===== src/rtl/asap_pkg.sv =====
// Shared types and constants for the ASAP CPU program loader.
package asap_pkg;

    localparam int unsigned ASAP_INSTR_W        = 16;
    localparam int unsigned ASAP_BYTE_W         = 8;
    localparam int unsigned ASAP_LEN_ZERO_WORDS = 256;
    localparam int unsigned ASAP_WCNT_W         = 9;

    typedef enum logic [2:0] {
        ST_IDLE,
        ST_LEN,
        ST_LO,
        ST_HI,
        ST_CSUM,
        ST_RUN,
        ST_ERROR
    } asap_loader_state_t;

endpackage


===== src/rtl/asap_edge_sync.sv =====
// Two-flop synchronizer with rising-edge detect for an asynchronous pin.
module asap_edge_sync (
    input  logic clk,
    input  logic rst_n,
    input  logic i_async,
    output logic o_rise_c
);

    logic r_meta;
    logic r_sync;
    logic r_prev;

    always_ff @(posedge clk or negedge rst_n) begin
        if (!rst_n) begin
            r_meta <= 1'b0;
            r_sync <= 1'b0;
            r_prev <= 1'b0;
        end else begin
            r_meta <= i_async;
            r_sync <= r_meta;
            r_prev <= r_sync;
        end
    end

    // Decoded from flops only, so the consumer acts on the third edge that samples the pin high.
    assign o_rise_c = r_sync & ~r_prev;

endmodule


===== src/rtl/asap_prog_loader.sv =====
// Byte-serial, length-prefixed program loader for the ASAP core instruction memory.
// Optional trailing checksum byte enabled by defining ASAP_LOADER_CHECKSUM_EN.
module asap_prog_loader
    import asap_pkg::*;
#(
    parameter int unsigned ADDR_W = 8
) (
    input  logic                    clk,
    input  logic                    rst_n,
    input  logic                    ena,
    input  logic [ASAP_BYTE_W-1:0]  in_data,
    input  logic                    in_strobe,
    input  logic                    load_req,
    output logic                    mem_we,
    output logic [ADDR_W-1:0]       mem_addr,
    output logic [ASAP_INSTR_W-1:0] mem_wdata,
    output logic                    core_run,
    output logic                    busy,
    output logic                    err
);

    localparam int unsigned CAP_WORDS = 32'd1 << ADDR_W;

    asap_loader_state_t r_state, w_state_nxt;

    logic                    r_mem_we,    w_we_nxt;
    logic [ADDR_W-1:0]       r_mem_addr,  w_addr_nxt;
    logic [ASAP_INSTR_W-1:0] r_mem_wdata, w_wdata_nxt;
    logic                    r_core_run,  w_run_nxt;
    logic                    r_busy,      w_busy_nxt;
    logic                    r_err,       w_err_nxt;
    logic [ASAP_BYTE_W-1:0]  r_lo,        w_lo_nxt;
    logic [ASAP_WCNT_W-1:0]  r_left,      w_left_nxt;
    logic [ASAP_WCNT_W-1:0]  w_len_words;
    logic                    w_strb_rise;
    logic                    w_load_rise;
`ifdef ASAP_LOADER_CHECKSUM_EN
    logic [ASAP_BYTE_W-1:0]  r_csum,      w_csum_nxt;
    logic [ASAP_BYTE_W-1:0]  w_csum_sum;
`endif

    asap_edge_sync u_strobe_sync (
        .clk      (clk),
        .rst_n    (rst_n),
        .i_async  (in_strobe),
        .o_rise_c (w_strb_rise)
    );

    asap_edge_sync u_load_sync (
        .clk      (clk),
        .rst_n    (rst_n),
        .i_async  (load_req),
        .o_rise_c (w_load_rise)
    );

    // A zero length byte encodes a full 256-word program.
    assign w_len_words = (in_data == '0) ? ASAP_WCNT_W'(ASAP_LEN_ZERO_WORDS)
                                         : ASAP_WCNT_W'(in_data);
`ifdef ASAP_LOADER_CHECKSUM_EN
    assign w_csum_sum  = r_csum + in_data;
`endif

    always_ff @(posedge clk or negedge rst_n) begin
        if (!rst_n) begin
            r_state <= ST_IDLE;
        end else begin
            r_state <= w_state_nxt;
        end
    end

    always_comb begin
        w_state_nxt = r_state;
        w_we_nxt    = 1'b0;
        w_addr_nxt  = r_mem_we ? r_mem_addr + ADDR_W'(1) : r_mem_addr;
        w_wdata_nxt = r_mem_wdata;
        w_run_nxt   = r_core_run;
        w_err_nxt   = r_err;
        w_lo_nxt    = r_lo;
        w_left_nxt  = r_left;
`ifdef ASAP_LOADER_CHECKSUM_EN
        w_csum_nxt  = r_csum;
`endif
        // A load request outranks a byte strobe arriving in the same cycle.
        if (ena && w_load_rise) begin
            w_state_nxt = ST_LEN;
            w_err_nxt   = 1'b0;
            w_run_nxt   = 1'b0;
            w_addr_nxt  = '0;
            w_left_nxt  = '0;
`ifdef ASAP_LOADER_CHECKSUM_EN
            w_csum_nxt  = '0;
`endif
        end else if (ena && w_strb_rise) begin
            case (r_state)
                ST_LEN: begin
`ifdef ASAP_LOADER_CHECKSUM_EN
                    w_csum_nxt = w_csum_sum;
`endif
                    if (32'(w_len_words) > CAP_WORDS) begin
                        w_state_nxt = ST_ERROR;
                        w_err_nxt   = 1'b1;
                    end else begin
                        w_left_nxt  = w_len_words;
                        w_state_nxt = ST_LO;
                    end
                end
                ST_LO: begin
`ifdef ASAP_LOADER_CHECKSUM_EN
                    w_csum_nxt  = w_csum_sum;
`endif
                    w_lo_nxt    = in_data;
                    w_state_nxt = ST_HI;
                end
                ST_HI: begin
`ifdef ASAP_LOADER_CHECKSUM_EN
                    w_csum_nxt  = w_csum_sum;
`endif
                    w_we_nxt    = 1'b1;
                    w_wdata_nxt = {in_data, r_lo};
                    w_left_nxt  = r_left - ASAP_WCNT_W'(1);
                    if (r_left == ASAP_WCNT_W'(1)) begin
`ifdef ASAP_LOADER_CHECKSUM_EN
                        w_state_nxt = ST_CSUM;
`else
                        w_state_nxt = ST_RUN;
                        w_run_nxt   = 1'b1;
`endif
                    end else begin
                        w_state_nxt = ST_LO;
                    end
                end
`ifdef ASAP_LOADER_CHECKSUM_EN
                ST_CSUM: begin
                    w_csum_nxt = w_csum_sum;
                    if (w_csum_sum == '0) begin
                        w_state_nxt = ST_RUN;
                        w_run_nxt   = 1'b1;
                    end else begin
                        w_state_nxt = ST_ERROR;
                        w_err_nxt   = 1'b1;
                    end
                end
`endif
                default: begin
                end
            endcase
        end
        w_busy_nxt = (w_state_nxt == ST_LEN) || (w_state_nxt == ST_LO) ||
                     (w_state_nxt == ST_HI)  || (w_state_nxt == ST_CSUM);
    end

    always_ff @(posedge clk or negedge rst_n) begin
        if (!rst_n) begin
            r_mem_we    <= 1'b0;
            r_mem_addr  <= '0;
            r_mem_wdata <= '0;
            r_core_run  <= 1'b0;
            r_busy      <= 1'b0;
            r_err       <= 1'b0;
            r_lo        <= '0;
            r_left      <= '0;
`ifdef ASAP_LOADER_CHECKSUM_EN
            r_csum      <= '0;
`endif
        end else begin
            r_mem_we    <= w_we_nxt;
            r_mem_addr  <= w_addr_nxt;
            r_mem_wdata <= w_wdata_nxt;
            r_core_run  <= w_run_nxt;
            r_busy      <= w_busy_nxt;
            r_err       <= w_err_nxt;
            r_lo        <= w_lo_nxt;
            r_left      <= w_left_nxt;
`ifdef ASAP_LOADER_CHECKSUM_EN
            r_csum      <= w_csum_nxt;
`endif
        end
    end

    assign mem_we    = r_mem_we;
    assign mem_addr  = r_mem_addr;
    assign mem_wdata = r_mem_wdata;
    assign core_run  = r_core_run;
    assign busy      = r_busy;
    assign err       = r_err;

endmodule


===== config.mk =====
export PLATFORM = sky130hd
export DESIGN_NAME = asap_prog_loader
export DESIGN_NICKNAME = d
export VERILOG_FILES = /design/src/rtl/asap_pkg.sv /design/src/rtl/asap_edge_sync.sv /design/src/rtl/asap_prog_loader.sv
export SDC_FILE = /design/constraint.sdc
export NUM_CORES = 1
export LEC_CHECK = 0
export ABC_AREA = 1
export CAP_MARGIN = 20
export CORE_ASPECT_RATIO = 0.6
export CORE_MARGIN = 2
export CORE_UTILIZATION = 25
export DETAILED_ROUTE_END_ITERATION = 16
export SETUP_SLACK_MARGIN = 0.5
export SLEW_MARGIN = 40
export SYNTH_ARGS = -nofsm -noshare
export SYNTH_HDL_FRONTEND = slang
export SYNTH_SLANG_ARGS = --single-unit
export TNS_END_PERCENT = 50

===== constraint.sdc =====
create_clock -name clk -period 1.51 [get_ports clk]
set_input_delay 0.151 -clock clk [delete_from_list [all_inputs] [get_ports clk]]
set_output_delay 0.151 -clock clk [all_outputs]
set_load 0.05 [all_outputs]

==> reports/metrics.cfg <==
[sta]
grt_setup_unrepaired = yes
setup_viol = 0
tightestPinTransition_ns = 0.301
skew_ns = 0.00892
min_period_ns = 1.38
slew_viol_final = 0
max_freq_mhz = 726
finalCritPeriodShare = 0.912
slew_headroom = 0.799
hold_viol = 0

[detailed_routing]
vias_per_cell = 4.30
ant_nets = 0
wl_um = 6330
vias = 2092
first_iter_violations = 114
post-route-drc-count = 0
avgRoutedWirePerCell_um = 13.0
drtPass1Iterations = 4

[clock_network]
htree_levels = 2
clk_pin_slew_ns = 0.08
worstSkewPairLatency_ns = 0.30
cts-root-buf = clkbuf_16
clock-sinks = 54
cts_tree = built
cts.path.max_buffers = 2
cts_buffers = 5

[final_layout]
layout_commonest_cell = buf_4
drive_above_1_share = 0.466
final_nets = 367
final_cell_mix = 50 x buf_4, 49 x nand2_1, 48 x dfrtp_1
layout.cells.non_filler = 487
diodes = 0
final_area_mm2 = 0.00368
finish.utilization = 0.378
area_growth_pct = 49.1

[logic_synthesis]
synth-compound-area-share = 0.124
netlist_instances = 274
synthAdderAreaFrac = 0.0152
syn_avg_cell_area_um2 = 9.00
yosysWarningCount = 0
synth_top_family_by_area = simple AND/OR/NAND/NOR gates
synth-seq-cells = 54
synthXorXnorAreaFrac = 0.00710
synthSimpleGateAreaFrac = 0.224
ys_seq_area_frac = 0.548
synthMuxAreaShare = 0.00456
ys_types = 29
syn_area_mm2 = 0.00247
syn_nets = 290

[critical_path]
cpMostUsedCell = nand2_4
ff2ff_setup_slack_ns = 0.13
arrival_ns = 1.57
cp_max_fo = 8
criticalPathCategory = flop to flop
crit_slowest_cell = dfrtp_1
startpoint = u_load_sync.r_sync
crit_path_start_kind = flop
path_cells = nand3b_1 -> nand2_4 -> or2_4 -> buf_12 -> nand2_4 -> o21ai_4
rr_startpoint = u_load_sync.r_sync
end_kind = flop
cpPeakStageDelay_ns = 0.38
crit_required_ns = 1.70

[global_route]
grt_pass1_wl_um = 10100
grt_max_degree = 55
grt_pass1_vias = 2049
grt_antenna_before_repair = 0
grt_overflow = 0
track_usage = 0.120

[pwr]
total_power_mw = 4.98
max-vdd-ir-drop_v = 0.000579
power.leakage_nw = 1.76
power_density_mw_per_mm2 = 1350

[floorplan]
die_area_mm2 = 0.0107
initial_core_util = 0.253
ios = 41
die_w_um = 132
die_h_um = 81.0
core-area_mm2 = 0.00974
rows = 28

[placement]
dpl.cell_count = 459
gp_congestion = 0.872
detailed_place_hpwl_um = 4130
placed_cell_area_mm2 = 0.00310
port_buffers = 40

[status]
outcome = completed

[worst_hold_path]
min_path_type = primary input to flop
min_from = in_strobe

[flow_run]
maxCapViolations = 0

power by group:
group	internal [mW]	switching (mW)
Clock	0.796	0.573
Combinational	0.649	1.04
Sequential	1.70	0.226
layer usage:
layer,part of all wire,vias to the layer above,global-route usage
met5,0,-,0
met4,0.013,0,0.0430
met3,0.050,10,0.0337
met2,0.44,48,0.186
met1,0.49,1001,0.163
li1,-,1033,-
state kept, by name, summed over array words and instances (netlist names):
signal                flops
u_load_sync.r_meta        1
u_load_sync.r_prev        1
r_state                   3
mem_addr                  8
u_strobe_sync.r_meta      1
mem_we                    1
u_strobe_sync.r_prev      1
busy                      1
u_strobe_sync.r_sync      1
r_lo                      8
err                       1
u_load_sync.r_sync        1
mem_wdata                16
core_run                  1
r_left                    9
cells in the mapped netlist (all sizes together):
master,count,share of area
nand4,2,0.0051
or2,1,0.0025
dfrtp,54,0.55
nand3b,2,0.0061
o21ai,30,0.082
xor2,2,0.0071
nor3,3,0.0061
nor2,18,0.038
inv,34,0.052
o31ai,1,0.0030
o22ai,5,0.013
buf,6,0.026
ha,3,0.015
nand3,16,0.032
o21bai,1,0.0030
nand2,84,0.13
a31oi,1,0.0025
a21oi,10,0.020
mux2,1,0.0046
worst paths after layout:
check,cells after the start,to
max,6,r_lo[0]
min,1,u_strobe_sync.r_meta
max reg2reg,6,r_lo[0]
min reg2reg,0,u_load_sync.r_sync
max in group asynchronous,3,mem_addr[3]
min in group asynchronous,3,mem_wdata[14]
worst max-delay path: cells and delay by family (launching register included):
kind	cells	cell delay (ns)
buffers and inverters	1	0.16
AOI/OAI and AO/OA	1	0.05
and+or+nand+nor	4	0.67
DFF	1	0.38
cell type report:
| type | instances | area (µm²) |
|---|---|---|
| Fill cell | 990 | 6060 |
| Sequential cell | 54 | 1360 |
| Multi-Input combinational cell | 180 | 1160 |
| Timing Repair Buffer | 74 | 656 |
| Tap cell | 135 | 169 |
| Inverter | 34 | 138 |
| Clock buffer | 5 | 125 |
| Clock inverter | 3 | 48.8 |
| Timing Repair inverter | 2 | 20.0 |
through the flow:
| step | TNS, ns | hold slack [ns] | worst slack, ns |
|---|---|---|---|
| 2_1_floorplan | 0 | -0.145 | 0.0814 |
| 3_3_place_gp | -1.11 | 0.173 | -0.0966 |
| 3_5_place_dp | -1.91 | 0.176 | -0.168 |
| 4_1_cts | 0 | 0.289 | 0.137 |
| 5_1_grt | 0 | 0.294 | 0.0495 |
| 6_report | 0 | 0.293 | 0.132 |
what timing repair did:
item                                    4_1_cts  5_1_grt
endpoints found under the setup margin       76       76
hold buffers                                  1        0
setup buffers                                12        3
pin swaps                                    27       16
resized for setup                            45       41
endpoints found under the hold margin        54        0
cloned                                        2        2
cell families after synthesis:
logic type	after synthesis
flops	54
simple gates	126
mux	1
fa+ha+maj	3
compound gates	48
buf+inv	40
xor+xnor	2
(Power assumes the default switching activity.)
